===== src/rtl/value_glyph_ctrl.sv =====
// Converts CHANNELS binary values to BCD by double dabble and serves 16x16 digit glyph rows.
// Optional macro LEADING_ZERO_BLANK_EN blanks leading zero digits (least significant digit always shown).
module value_glyph_ctrl #(
  parameter int CHANNELS = 3,
  parameter int VAL_W    = 8,
  parameter int DIGITS   = 3
) (
  input  logic                                               clk,
  input  logic                                               rst,
  input  logic                                               update,
  input  logic [CHANNELS*VAL_W-1:0]                          value_flat,
  output logic                                               busy,
  output logic                                               done,
  input  logic                                               rd_en,
  input  logic [((CHANNELS > 1) ? $clog2(CHANNELS) : 1)-1:0] rd_ch,
  input  logic [((DIGITS > 1) ? $clog2(DIGITS) : 1)-1:0]     rd_digit,
  input  logic [3:0]                                         rd_row,
  output logic [15:0]                                        glyph_row,
  output logic                                               glyph_valid
);

  localparam int CH_W  = (CHANNELS > 1) ? $clog2(CHANNELS) : 1;
  localparam int DG_W  = (DIGITS > 1) ? $clog2(DIGITS) : 1;
  localparam int CNT_W = (VAL_W > 1) ? $clog2(VAL_W) : 1;
  localparam int BCD_W = DIGITS * 4;

  typedef enum logic [1:0] {IDLE, SHIFT, STORE, DONE} state_t;

  state_t                    state_reg;
  logic [CHANNELS*VAL_W-1:0] latch_reg;
  logic [VAL_W-1:0]          val_reg;
  logic [BCD_W-1:0]          bcd_reg;
  logic [CNT_W-1:0]          cnt_reg;
  logic [CH_W-1:0]           ch_reg;
  logic [BCD_W-1:0]          bank_reg [CHANNELS];

  logic [BCD_W-1:0] bcd_adj;
  logic [BCD_W-1:0] bcd_next;
  logic [VAL_W-1:0] val_next;
  logic [VAL_W-1:0] next_ch_val;
  logic [CH_W-1:0]  ch_inc;
  logic             last_shift;
  logic             last_ch;

  // Add-3 correction on every BCD nibble before each shift
  genvar gi;
  generate
    for (gi = 0; gi < DIGITS; gi++) begin : g_add3
      assign bcd_adj[gi*4 +: 4] = (bcd_reg[gi*4 +: 4] >= 4'd5) ?
                                  (bcd_reg[gi*4 +: 4] + 4'd3) : bcd_reg[gi*4 +: 4];
    end
  endgenerate

  assign bcd_next   = {bcd_adj[BCD_W-2:0], val_reg[VAL_W-1]};
  assign val_next   = val_reg << 1;
  assign ch_inc     = ch_reg + 1'b1;
  assign last_shift = (cnt_reg == CNT_W'(VAL_W - 1));
  assign last_ch    = (ch_reg == CH_W'(CHANNELS - 1));

  always_comb begin
    next_ch_val = '0;
    for (int c = 0; c < CHANNELS; c++) begin
      if (ch_inc == CH_W'(c)) next_ch_val = latch_reg[c*VAL_W +: VAL_W];
    end
  end

  always_ff @(posedge clk) begin
    if (rst) begin
      state_reg <= IDLE;
      busy      <= 1'b0;
      done      <= 1'b0;
      latch_reg <= '0;
      val_reg   <= '0;
      bcd_reg   <= '0;
      cnt_reg   <= '0;
      ch_reg    <= '0;
      for (int c = 0; c < CHANNELS; c++) bank_reg[c] <= '0;
    end else begin
      case (state_reg)
        IDLE: begin
          done <= 1'b0;
          if (update) begin
            latch_reg <= value_flat;
            val_reg   <= value_flat[VAL_W-1:0];
            bcd_reg   <= '0;
            cnt_reg   <= '0;
            ch_reg    <= '0;
            busy      <= 1'b1;
            state_reg <= SHIFT;
          end
        end
        SHIFT: begin
          bcd_reg <= bcd_next;
          val_reg <= val_next;
          cnt_reg <= cnt_reg + 1'b1;
          if (last_shift) state_reg <= STORE;
        end
        STORE: begin
          for (int c = 0; c < CHANNELS; c++) begin
            if (ch_reg == CH_W'(c)) bank_reg[c] <= bcd_reg;
          end
          if (last_ch) begin
            busy      <= 1'b0;
            state_reg <= DONE;
          end else begin
            ch_reg    <= ch_inc;
            val_reg   <= next_ch_val;
            bcd_reg   <= '0;
            cnt_reg   <= '0;
            state_reg <= SHIFT;
          end
        end
        DONE: begin
          done      <= 1'b1;
          state_reg <= IDLE;
        end
        default: state_reg <= IDLE;
      endcase
    end
  end

  // Font ROM: row 0 in the top 16 bits; codes 10..15 are blank
  function automatic logic [15:0] font_row(input logic [3:0] code, input logic [3:0] row);
    logic [255:0] g;
    case (code)
      4'd0: g = 256'h0000_0FF0_1FF8_381C_381C_383C_387C_38DC_3B1C_3E1C_3C1C_381C_381C_1FF8_0FF0_0000;
      4'd1: g = 256'h0000_01C0_03C0_07C0_0DC0_01C0_01C0_01C0_01C0_01C0_01C0_01C0_01C0_0FF8_0FF8_0000;
      4'd2: g = 256'h0000_0FF0_1FF8_381C_001C_001C_0038_0070_00E0_01C0_0380_0700_0E00_1FFC_1FFC_0000;
      4'd3: g = 256'h0000_0FF0_1FF8_381C_001C_001C_0038_03F0_03F8_001C_001C_001C_381C_1FF8_0FF0_0000;
      4'd4: g = 256'h0000_0070_00F0_01F0_03B0_0730_0E30_1C30_3FFC_3FFC_0030_0030_0030_0030_0030_0000;
      4'd5: g = 256'h0000_3FFC_3FFC_3800_3800_3800_3FF0_3FF8_001C_001C_001C_001C_381C_1FF8_0FF0_0000;
      4'd6: g = 256'h0000_03F0_0FF0_1C00_3800_3800_3FF0_3FF8_381C_381C_381C_381C_381C_1FF8_0FF0_0000;
      4'd7: g = 256'h0000_3FFC_3FFC_001C_001C_0038_0038_0070_0070_00E0_00E0_01C0_01C0_0380_0380_0000;
      4'd8: g = 256'h0000_0FF0_1FF8_381C_381C_381C_1C38_0FF0_1FF8_381C_381C_381C_381C_1FF8_0FF0_0000;
      4'd9: g = 256'h0000_0FF0_1FF8_381C_381C_381C_381C_1FFC_0FFC_001C_001C_001C_0038_0FF0_0FC0_0000;
      default: g = '0;
    endcase
    return g[{4'd15 - row, 4'b0000} +: 16];
  endfunction

  logic [BCD_W-1:0] rd_word;
  logic [3:0]       rd_nib;
  logic             ch_ok;
  logic             dg_ok;
  logic             lz_blank;
  logic [15:0]      row_next;

  always_comb begin
    rd_word  = '0;
    rd_nib   = '0;
    ch_ok    = 1'b0;
    dg_ok    = 1'b0;
    lz_blank = 1'b0;
    for (int c = 0; c < CHANNELS; c++) begin
      if (rd_ch == CH_W'(c)) begin
        rd_word = bank_reg[c];
        ch_ok   = 1'b1;
      end
    end
    for (int d = 0; d < DIGITS; d++) begin
      if (rd_digit == DG_W'(d)) begin
        rd_nib = rd_word[(DIGITS-1-d)*4 +: 4];
        dg_ok  = 1'b1;
`ifdef LEADING_ZERO_BLANK_EN
        // Selected nibble and everything above it zero means this is a leading zero
        if (d != DIGITS - 1 && (rd_word >> ((DIGITS-1-d)*4)) == '0) lz_blank = 1'b1;
`endif
      end
    end
    row_next = (ch_ok && dg_ok && !lz_blank) ? font_row(rd_nib, rd_row) : 16'h0000;
  end

  always_ff @(posedge clk) begin
    if (rst) begin
      glyph_row   <= 16'h0000;
      glyph_valid <= 1'b0;
    end else begin
      glyph_valid <= rd_en;
      if (rd_en) glyph_row <= row_next;
    end
  end

endmodule

===== config.mk =====
export PLATFORM = sky130hd
export DESIGN_NAME = value_glyph_ctrl
export DESIGN_NICKNAME = d
export VERILOG_FILES = /design/src/rtl/value_glyph_ctrl.sv
export SDC_FILE = /design/constraint.sdc
export NUM_CORES = 1
export LEC_CHECK = 0
export ABC_AREA = 1
export BUFFER_PORTS_ARGS = -buffer_cell sky130_fd_sc_hd__buf_4
export CAP_MARGIN = 0
export CELL_PAD_IN_SITES_DETAIL_PLACEMENT = 1
export CELL_PAD_IN_SITES_GLOBAL_PLACEMENT = 2
export CORE_AREA = 2 2 136 138
export DETAILED_ROUTE_END_ITERATION = 16
export DIE_AREA = 0 0 138 140
export HOLD_SLACK_MARGIN = 0.08
export PLACE_DENSITY = 0.88
export SETUP_SLACK_MARGIN = 0.4
export SLEW_MARGIN = 20
export SYNTH_ARGS = -nofsm -noshare
export SYNTH_HDL_FRONTEND = slang
export SYNTH_MEMORY_MAX_BITS = 65536
export SYNTH_SLANG_ARGS = --single-unit

===== constraint.sdc =====
create_clock -name clk -period 7.1 [get_ports clk]
set_input_delay 1.065 -clock clk [delete_from_list [all_inputs] [get_ports clk]]
set_output_delay 1.065 -clock clk [all_outputs]
set_load 0.03 [all_outputs]

==> run metrics <==
Pwr Total 1.867 mW; Synth Flop Type dfxtp_1; gr usage total 21.62%; Max stage delay on crit path 0.46 ns; clk_lat worst skew ~0.35 ns; max-slew violations 0; diode count 0; outcome completed; design area 0.007246 sq mm; Post-synth top cells nand2_1, nand3_1, nor2_1; Worst-path clk slew 0.08 ns; top-level I/O count 55; Synth top area share 20.44%; unrepaired setup endpoints after global routing false; Post-synth ARST share 0%; root buf cell clkbuf_16; Final Setup Violations 0; TritonCTS clock tree built; pre-CTS setup slack 3.116 ns; fin worst setup slack 3.428 ns; placed cell areas just under 0.007 sq mm; H-tree Lvls 3; Tightest Hold Check Type reg2reg; cts hold-fix bufs 0; Vias/cell between 5 and 6; highest-delay cell along the critical path nor2_2; setup TNS 0 ns; final design utilization just over 40%; Total Wirelength 21080 um; number of flip-flops in the largest register 36; final net count 1026; port bufs 50; max-cap viol count 0; initial drt markers between 400 and 500; startpoint types input pin; CTS Buf Count 9; Final Hold Vio Count 0; Syn Inst Count around 940; fraction of layout cells with a size suffix above 1 approximately a tenth; Setup Skew 0.01289 ns; CTS max path bufs 2; worst vdd ir 0.1641 mV; synth-to-layout area growth 12.08%; drt drc 0; Die Ht 140 um; Avg WL per Cell approximately 18 um; Lkg Pwr 3.354 nW; largest net degree at the start of global routing ~40; Worst Setup Path Type in2reg; post-CTS sizing 0; Final period util 51.71%; Power Dens Cells 257.7 mW/mm^2; Required @ worst endpoint 7.37 ns; post-DP HPWL 15320 um; Crit Path Max Fanout 13; Chip Width 138 um; Remaining Overflow, GRT 0; first-pass GRT wire length 34000 um; Max Freq 0.2724 GHz; largest cells by area after synthesis dfxtp_1, edfxtp_1, nand2_1; First-pass DRT Iterations 5; Initial Util 36.36%; cell mode on critical path nand2_1; GP Congestion between 0.9 and 1; most common cell in the netlist nand2_1; Worst Tran Pin Value between 0.7 and 0.8 ns; Post-synth EDFFs 36; post-route ant nets 0; crit path time final 3.672 ns; area of the die 0.01932 sq mm; vias in the first global route between 6000 and 7000; #FFs+latches synth 102; Core Rows 49; warnings from Yosys 0; mapped cell area about 0.0065 sq mm; Post-CTS Setup Bufs 0; crit-path cells buf_4, nor2_2, a21oi_1, o21ai_1, nand3_1, ha_1, inv_1, nand2_1, nand2_1, inv_1, nand2_1, nand2_1, a21oi_1, nand2_1, nand3_1, nand3_1, a21oi_1; critical path endpoint category register; critical path data arrival time 3.95 ns; Via Count around 6400; Distinct cells, synth 39; post-synthesis sequential area ratio a little under two fifths; Avg Inst Size Synth 6.885 sq um; CTS Sinks 102; core area between 0.015 and 0.02 sq mm; leading area contributor after synthesis dfxtp_1; slew margin rel. 51.71%; antenna violations before repair 0
worst paths after layout:
kind	startpoint	endpoint	slack [ns]	depth (start not counted)
worst min-delay path	latch_reg[3]	latch_reg[3]	0.45	2
worst max register to register	ch_reg[0]	bcd_reg[10]	3.56	13
worst max-delay path	rd_ch[1]	glyph_row[13]	3.43	17
worst min register to register	latch_reg[3]	latch_reg[3]	0.45	2
critical path: cells and delay by family:
family | cells | cell delay (ns)
and+or+nand+nor | 9 | 1.49
AOI/OAI and AO/OA | 4 | 0.52
adders and majority gates | 1 | 0.45
buffers and inverters | 3 | 0.39
cell usage in the layout (no fill, tap or decap), types with 13 or more instances in the layout:
master / n
a21oi_1: 74
buf_4: 57
dfxtp_1: 66
edfxtp_1: 36
ha_1: 26
inv_1: 83
nand2_1: 252
nand3_1: 100
nand4_1: 14
nor2_1: 97
o211ai_1: 13
o21ai_0: 64
kinds of logic (layout without fill, tap and decap cells):
kind of cell	count (synthesis)	count (layout)	synth area share [%]
AOI/OAI and AO/OA	184	184	16.06
xor gates and xnor gates	3	3	0.4065
adders and majority gates	26	26	5.032
buffers and inverters	138	165	9.038
DFF	102	102	37.16
other	1	4	0.05801
and+or+nand+nor	485	485	32.24
metrics by stage:
stage / hold WS [ns] / cells
after floorplan: 0.4259 / 942
after global placement: 0.4414 / 1182
after detailed placement: 0.4437 / 1182
after CTS: 0.4549 / 1198
after global routing: 0.4765 / 1198
final: 0.4533 / 1198
power breakdown:
part / total [mW] / internal, mW / switching (mW)
logic: 0.624 / 0.192 / 0.433
registers: 0.744 / 0.696 / 0.0477
clock network: 0.499 / 0.250 / 0.249
metal layers:
layer	up-vias	part of all wire, %	GRT usage, %
met5	-	0	0
met4	0	2.3	7.895
met3	37	4.8	3.795
met2	150	47	35.80
met1	3020	45	28.43
li1	3160	-	-
final cells by class:
cell class                 count  area (sq um)
fill                        2334         10530
multi-input combinational    702          3490
sequential                   102          2402
timing repair buffer          57         427.9
inverter                      92         345.3
tap                          229         286.5
clock buffer                   9         225.2
clock inverter                 7         68.82
Note: power is estimated with default switching activity, not from simulation.
